[config.mk]
export PLATFORM = sky130hd
export DESIGN_NAME = dedicated_proc_param
export DESIGN_NICKNAME = d
export VERILOG_FILES = /design/src/rtl/dedicated_proc_pkg.sv /design/src/rtl/dp_datapath.sv /design/src/rtl/dedicated_proc_param.sv
export SDC_FILE = /design/constraint.sdc
export NUM_CORES = 1
export LEC_CHECK = 0
export CORE_MARGIN = 8
export CORE_UTILIZATION = 55
export CTS_CLUSTER_DIAMETER = 40
export DETAILED_ROUTE_END_ITERATION = 7
export DONT_BUFFER_PORTS = 1
export GPL_ROUTABILITY_DRIVEN = 0
export HOLD_SLACK_MARGIN = 0.15
export PLACE_DENSITY = 0.7
export SYNTH_ARGS = -nofsm -noshare
export SYNTH_HDL_FRONTEND = slang
export SYNTH_SLANG_ARGS = --single-unit
[constraint.sdc]
create_clock -name clk -period 4.5 [get_ports clk]
set_input_delay 0.9 -clock clk [delete_from_list [all_inputs] [get_ports clk]]
set_output_delay 0.9 -clock clk [all_outputs]
set_load 0.1 [all_outputs]
[src/rtl/dedicated_proc_pkg.sv]
// dedicated_proc_pkg: shared state and mode encodings for the accumulate processor
package dedicated_proc_pkg;
    typedef enum logic [2:0] {IDLE, INIT, CHECK, ADD, INCR, DONE} state_t;
    typedef enum logic {MODE_SUM = 1'b0, MODE_ODD = 1'b1} mode_t;
endpackage

[src/rtl/dp_datapath.sv]
// dp_datapath: loop counter, limit/mode latch, saturating accumulator and output register
module dp_datapath
    import dedicated_proc_pkg::*;
#(
    parameter int DATA_W = 8
) (
    input  logic              clk,
    input  logic              reset,
    input  logic              load,
    input  logic              init,
    input  logic              add,
    input  logic              incr,
    input  logic              mode,
    input  logic [DATA_W-1:0] n_in,
    output logic              i_le_limit,
    output logic [DATA_W-1:0] outPort,
    output logic              ovf
);
    logic [DATA_W:0]   i;
    logic [DATA_W-1:0] limit;
    logic [DATA_W-1:0] acc;
    mode_t             mode_r;
    logic [DATA_W:0]   sum;
    logic [DATA_W-1:0] acc_next;
    logic              take;

    // i is one bit wider than the limit so N = all-ones still ends the loop
    assign i_le_limit = i <= {1'b0, limit};
    // In ADD, i never exceeds the DATA_W-bit limit, so its top bit is zero there
    assign sum        = {1'b0, acc} + {1'b0, i[DATA_W-1:0]};
    assign take       = (mode_r == MODE_SUM) || i[0];
    // Once saturated the accumulator is pinned to all-ones for the rest of the run
    assign acc_next   = (ovf || sum[DATA_W]) ? '1 : sum[DATA_W-1:0];

    // Register updates driven by the control strobes
    always_ff @(posedge clk) begin
        if (reset) begin
            i       <= '0;
            limit   <= '0;
            acc     <= '0;
            mode_r  <= MODE_SUM;
            outPort <= '0;
            ovf     <= 1'b0;
        end else begin
            if (load) begin
                limit  <= n_in;
                mode_r <= mode_t'(mode);
            end
            if (init) begin
                i       <= (DATA_W+1)'(1);
                acc     <= '0;
                outPort <= '0;
                ovf     <= 1'b0;
            end
            if (add && take) begin
                acc     <= acc_next;
                outPort <= acc_next;
                ovf     <= ovf | sum[DATA_W];
            end
            if (incr) i <= i + 1'b1;
        end
    end
endmodule

[src/rtl/dedicated_proc_param.sv]
// dedicated_proc_param: control FSM sequencing a summation loop over 1..N
module dedicated_proc_param
    import dedicated_proc_pkg::*;
#(
    parameter int DATA_W = 8
) (
    input  logic              clk,
    input  logic              reset,
    input  logic              start,
    input  logic              mode,
    input  logic [DATA_W-1:0] n_in,
    output logic [DATA_W-1:0] outPort,
    output logic              busy,
    output logic              done,
    output logic              ovf
);
    state_t state, state_next;
    logic   load, init, add, incr, i_le_limit;

    // State register
    always_ff @(posedge clk) begin
        if (reset) state <= IDLE;
        else       state <= state_next;
    end

    // Next-state and control strobe decode
    always_comb begin
        state_next = state;
        load       = 1'b0;
        init       = 1'b0;
        add        = 1'b0;
        incr       = 1'b0;
        case (state)
            IDLE: begin
                load       = start;
                state_next = start ? INIT : IDLE;
            end
            INIT: begin
                init       = 1'b1;
                state_next = CHECK;
            end
            CHECK: state_next = i_le_limit ? ADD : DONE;
            ADD: begin
                add        = 1'b1;
                state_next = INCR;
            end
            INCR: begin
                incr       = 1'b1;
                state_next = CHECK;
            end
            DONE:    state_next = IDLE;
            default: state_next = IDLE;
        endcase
    end

    assign busy = state != IDLE;
    assign done = state == DONE;

    dp_datapath #(.DATA_W(DATA_W)) u_dp (
        .clk        (clk),
        .reset      (reset),
        .load       (load),
        .init       (init),
        .add        (add),
        .incr       (incr),
        .mode       (mode),
        .n_in       (n_in),
        .i_le_limit (i_le_limit),
        .outPort    (outPort),
        .ovf        (ovf)
    );
endmodule

Yosys cells after proc, flatten, opt, wreduce, memory -nomap -nowiden --
Index checks and enable logic that the tools add are counted. Widths: inputs -> output; s select.
Word-level totals: latch bits 0, memories kept 0, output and inout port bits 11, word-level logic and storage cells 38, input port bits 12, bits in read-only memories 0, bits in registers 30, bits in writable memories 0
Cells by class: multiply operators 0, multiplexer cells 14, divide/modulo/power cells 0, bitwise gates (word level) 2, shifts and indexed selects 0, reduce and logical (&&, ||, !) cells 8, magnitude comparators 1, $add $sub $neg 2, equality and inequality tests 5
Operators with widths (count):
- $mux 8 | 3
- $mux 9 | 2
- $pmux 3 s4 | 1
- $add 8x8->9 | 1
- $add 9x1->9 const B | 1
- $le 9x8->1 | 1
- $mux 1 | 7
- $eq 3x2->1 const B | 2
- $eq 3x3->1 const B | 2
- $reduce_bool 2->1 | 2
- $eq 3x1->1 const B | 1
- $logic_not 3->1 | 1
- $mux 3 | 1
- $reduce_bool 3->1 | 1
- $logic_or 1x1->1 | 2
- $reduce_or 2->1 | 1
- $logic_and 1x1->1 | 1
- $not 1->1 | 1
- $or 1x1->1 | 1

Depth between registers and ports, before layout --
depth after elaboration 4, mapped depth 7, gate-level depth less buffers 7

By module --
Synthesis repeated with hierarchy kept, for this count alone.
Unflattened totals: cells, all modules 201, area, all modules 1804.2 um^2
Modules (own cells, without submodules):
- dp_datapath | cells each 184, sequential area each 540.5 um^2, times used 1, area each 1630.3 um^2
- dedicated_proc_param | cells each 17, sequential area each 60.1 um^2, times used 1, area each 173.9 um^2

Worst setup path after synthesis --
No wires, ideal clock.
path kind register to output, start point register state[2], end point output port done, arrival 1588 ps, path slack 2012 ps, buffers on the path 1, cell stages (with the launch flop) 4, required time 3600 ps, path through dfxtp_1 clkbuf_1 nor2b_1 and2_1
On the way: cells in the longest elaborated chain, start to end 1
RTL lines:
- from (decl) | RTL line dedicated_proc_param.sv:17 | state_t state, state_next;
- from (signal assigned) | RTL line dedicated_proc_param.sv:23 | else state <= state_next;
- $eq 3x3->1 | RTL line dedicated_proc_param.sv:57 | assign done = state == DONE;
- to (decl) | RTL line dedicated_proc_param.sv:14 | output logic done,
No other way between the ends.

Worst setup path after layout --
Same ends and word-level chain as after synthesis.

==> impl_metrics.env <==
export IMPL_r2r_setup_slack_ns=1.77
export IMPL_worstHoldEndpoint="u_dp.limit[6]$_SDFFE_PP0P_"
export IMPL_worst_slew_pin_tran_ns=1.08
export IMPL_floorplan_initialDensity=0.584
export IMPL_clock_skew_ns=0.0132
export IMPL_setup_viol=0
export IMPL_antenna_found_initial=0
export IMPL_avgSynthCellArea_um2=8.09
export IMPL_post_route_util=0.609
export IMPL_vias_cell=5.89
export IMPL_routed_wl_um=3860
export IMPL_groute_usage_overall=0.153
export IMPL_die_area_um2=5350
export IMPL_synth_area_leaders="sky130_fd_sc_hd__dfxtp_1 33%, sky130_fd_sc_hd__ha_1 12%, sky130_fd_sc_hd__nand2_1 7.7%, sky130_fd_sc_hd__a21oi_1 7.5%, sky130_fd_sc_hd__mux2_2 3.8%"
export IMPL_post_synth_edffs=0
export IMPL_postSynthRegisterBits=30
export IMPL_drc=0
export IMPL_drtPass1Iterations=4
export IMPL_postCtsResizedCells=0
export IMPL_min_period_over_period=0.631
export IMPL_final_nets=251
export IMPL_source_to_sink_clock_delay_at_the_later_pin_of_the_worst_skew_pair_ns=0.33
export IMPL_portBuffers=0
export IMPL_cts_root_buffer_cell="sky130_fd_sc_hd__clkbuf_4"
export IMPL_power_leakage_nw=0.751
export IMPL_required_time_of_the_critical_path_ns=3.60
export IMPL_grt_max_degree=31
export IMPL_placementRows=20
export IMPL_path_clk_slew_ns=0.09
export IMPL_numCtsBuffers=5
export IMPL_routed_wire_length_per_instance_um=14.5
export IMPL_max_slew_margin=0.282
export IMPL_grt_remaining_overflow=0
export IMPL_fmax_ghz=0.352
export IMPL_cts_path_max_buffers=2
export IMPL_areaGrowthSynthToFinish_pct=4.39
export IMPL_cts_hold_buffers=0
export IMPL_critical_path_endpoint_type="output pin"
export IMPL_crit_path_max_fanout=13
export IMPL_initial_detailed_routing_violation_count=109
export IMPL_syn_instance_count=222
export IMPL_top_level_ports=23
export IMPL_dominantRegCellSynth="sky130_fd_sc_hd__dfxtp_1"
export IMPL_min_delay_src="u_dp.limit[6]$_SDFFE_PP0P_"
export IMPL_synth_yosys_warnings=0
export IMPL_via_count_of_the_first_global_routing_pass=1551
export IMPL_start_kind="flip-flop"
export IMPL_path_class="flip-flop to output pin"
export IMPL_min_path_type="flip-flop to flip-flop"
export IMPL_min_path_cells=2
export IMPL_clock_sink_count=30
export IMPL_crit_arrival_ns=1.94
export IMPL_cts_tree="done"
export IMPL_synthesis_area_um2=1800
export IMPL_setup_tns_ns=0
export IMPL_grt_pass1_wl_um=6600
export IMPL_run_status="finished clean"
export IMPL_vdd_ir_drop_worst_v=0.000211
export IMPL_rsz_0062_raised_after_global_routing="no"
export IMPL_slew_violations=0
export IMPL_drive_gt1_frac=0.0766
export IMPL_synthDominantCellAreaShare=0.334
export IMPL_reg2regPathDepth=7
export IMPL_synth_area_leader_cell="sky130_fd_sc_hd__dfxtp_1"
export IMPL_n_antenna_cell=0
export IMPL_synthArstFlopShare=0
export IMPL_floorplan_die_width_um=73.2
export IMPL_setup_ws_ns=1.66
export IMPL_yosys_cell_types_count=41
export IMPL_synth_nets=252
export IMPL_maxCapViolations=0
export IMPL_report_final_hold_viol_count=0
export IMPL_synth_sequential_area_ratio=0.334
export IMPL_fp_dieH_um=73.2
export IMPL_route_antenna_remaining_nets=0
export IMPL_core_area_um2=3080
export IMPL_vias=1567
export IMPL_fillCellCount=298
export IMPL_r2r_end="u_dp.outPort[7]$_SDFFE_PP0P_"
export IMPL_finalCriticalPeriod_ns=2.84
export IMPL_cellPowerDensity_nw_per_um2=298
export IMPL_post_cts_repair_setup_buffers=0
export IMPL_r2r_start="u_dp.outPort[0]$_SDFFE_PP0P_"
export IMPL_post_place_ws_ns=1.82
export IMPL_ctsHtreeMaxLevel=2
export IMPL_hpwlAfterDp_um=2920
[kinds of logic (layout without fill, tap and decap cells)]
| logic type | count (synthesis) | count (layout) | synth area share |
|---|---|---|---|
| flip-flops | 30 | 30 | 0.334 |
| AO/OA/AOI/OAI | 58 | 58 | 0.205 |
| multiplexers | 7 | 7 | 0.0432 |
| buffers and inverters | 20 | 20 | 0.0453 |
| XOR/XNOR | 5 | 5 | 0.0244 |
| adder cells (fa/ha/maj) | 18 | 18 | 0.130 |
| AND/OR/NAND/NOR | 84 | 84 | 0.218 |
[registers in the layout (all words and copies together), names as in the netlist]
| signal | count |
|---|---|
| state | 3 |
| u_dp.i | 9 |
| u_dp.limit | 8 |
| u_dp.mode_r | 1 |
| u_dp.outPort | 8 |
| u_dp.ovf | 1 |
[power by group]
part / leakage [nW] / switching, mW / internal, mW
sequential: 0.244 / 0.0207 / 0.278
clock: 0.0353 / 0.0930 / 0.0756
combinational: 0.472 / 0.0609 / 0.0314
total: 0.751 / 0.175 / 0.385
[layout make-up]
type	count	area [µm²]	area share
well taps	44	55.1	0.0294
clock inverters	1	5.00	0.00267
flip-flops and latches	30	601	0.320
multi-input cells	172	1110	0.594
clock buffers	7	55.1	0.0294
inverters	12	45.0	0.0240
[worst max-delay path, stage by stage (launching register included)]
cell and delay (ns):
sky130_fd_sc_hd__dfxtp_1 0.56, sky130_fd_sc_hd__nor2b_1 0.26, sky130_fd_sc_hd__and2_1 0.80
[per-layer routing]
layer | share of wire | track usage | vias up
met5 | 0 | 0 | -
met4 | 0.012 | 0.0533 | 0
met1 | 0.45 | 0.181 | 706
met2 | 0.47 | 0.250 | 66
li1 | - | - | 789
met3 | 0.075 | 0.0536 | 6
[stage by stage]
stage	hold slack (ns)	std cells	instance area (µm²)	total power, mW
5_1_grt	0.476	266	1880	0.593
3_3_place_gp	0.440	258	1820	0.392
2_1_floorplan	0.436	222	1800	0.386
4_1_cts	0.456	266	1880	0.567
3_5_place_dp	0.444	258	1820	0.397
6_report	0.456	266	1880	0.559
[synth_stat cells (2+ instances only)]
master	instances
sky130_fd_sc_hd__nor3_1	6
sky130_fd_sc_hd__a21oi_1	27
sky130_fd_sc_hd__clkbuf_1	5
sky130_fd_sc_hd__o21a_1	2
sky130_fd_sc_hd__xnor2_1	2
sky130_fd_sc_hd__dfxtp_1	30
sky130_fd_sc_hd__nand2_1	37
sky130_fd_sc_hd__o21ai_1	2
sky130_fd_sc_hd__and2_1	2
sky130_fd_sc_hd__xor2_1	3
sky130_fd_sc_hd__nor2b_1	3
sky130_fd_sc_hd__ha_1	17
sky130_fd_sc_hd__nor2_1	15
sky130_fd_sc_hd__inv_1	12
sky130_fd_sc_hd__buf_2	2
sky130_fd_sc_hd__nand3_1	8
sky130_fd_sc_hd__mux2_2	6
sky130_fd_sc_hd__and4_1	3
sky130_fd_sc_hd__nand2b_1	3
sky130_fd_sc_hd__and3_1	2
sky130_fd_sc_hd__o21ai_0	5
sky130_fd_sc_hd__a211oi_1	7
sky130_fd_sc_hd__a311oi_1	4
sky130_fd_sc_hd__a21o_1	2
[placed cells by master, fill, tap and decap left out, types with 2 or more instances in the layout]
cell	netlist	final
sky130_fd_sc_hd__nand2_1	37	37
sky130_fd_sc_hd__dfxtp_1	30	30
sky130_fd_sc_hd__a21oi_1	27	27
sky130_fd_sc_hd__ha_1	17	17
sky130_fd_sc_hd__nor2_1	15	15
sky130_fd_sc_hd__inv_1	12	12
sky130_fd_sc_hd__nand3_1	8	8
sky130_fd_sc_hd__a211oi_1	7	7
sky130_fd_sc_hd__nor3_1	6	6
sky130_fd_sc_hd__mux2_2	6	6
sky130_fd_sc_hd__o21ai_0	5	5
sky130_fd_sc_hd__clkbuf_4	0	5
sky130_fd_sc_hd__a311oi_1	4	4
sky130_fd_sc_hd__nor2b_1	3	3
sky130_fd_sc_hd__and4_1	3	3
sky130_fd_sc_hd__nand2b_1	3	3
sky130_fd_sc_hd__xor2_1	3	3
sky130_fd_sc_hd__and2_1	2	2
sky130_fd_sc_hd__and3_1	2	2
sky130_fd_sc_hd__o21a_1	2	2
sky130_fd_sc_hd__a21o_1	2	2
sky130_fd_sc_hd__o21ai_1	2	2
sky130_fd_sc_hd__xnor2_1	2	2
[worst max-delay path by stage]
stage	start	to	slack [ns]	cells past startpoint
after floorplan	state[2]$_SDFF_PP0_	done	2.01	3
after global placement	u_dp.outPort[0]$_SDFFE_PP0P_	u_dp.outPort[7]$_SDFFE_PP0P_	1.90	7
after detailed placement	u_dp.outPort[0]$_SDFFE_PP0P_	u_dp.outPort[7]$_SDFFE_PP0P_	1.82	7
after CTS	state[2]$_SDFF_PP0_	done	1.64	2
after global routing	state[2]$_SDFF_PP0_	done	1.55	2
final	state[2]$_SDFF_PP0_	done	1.66	2
Note: power is estimated with default switching activity, not from simulation.
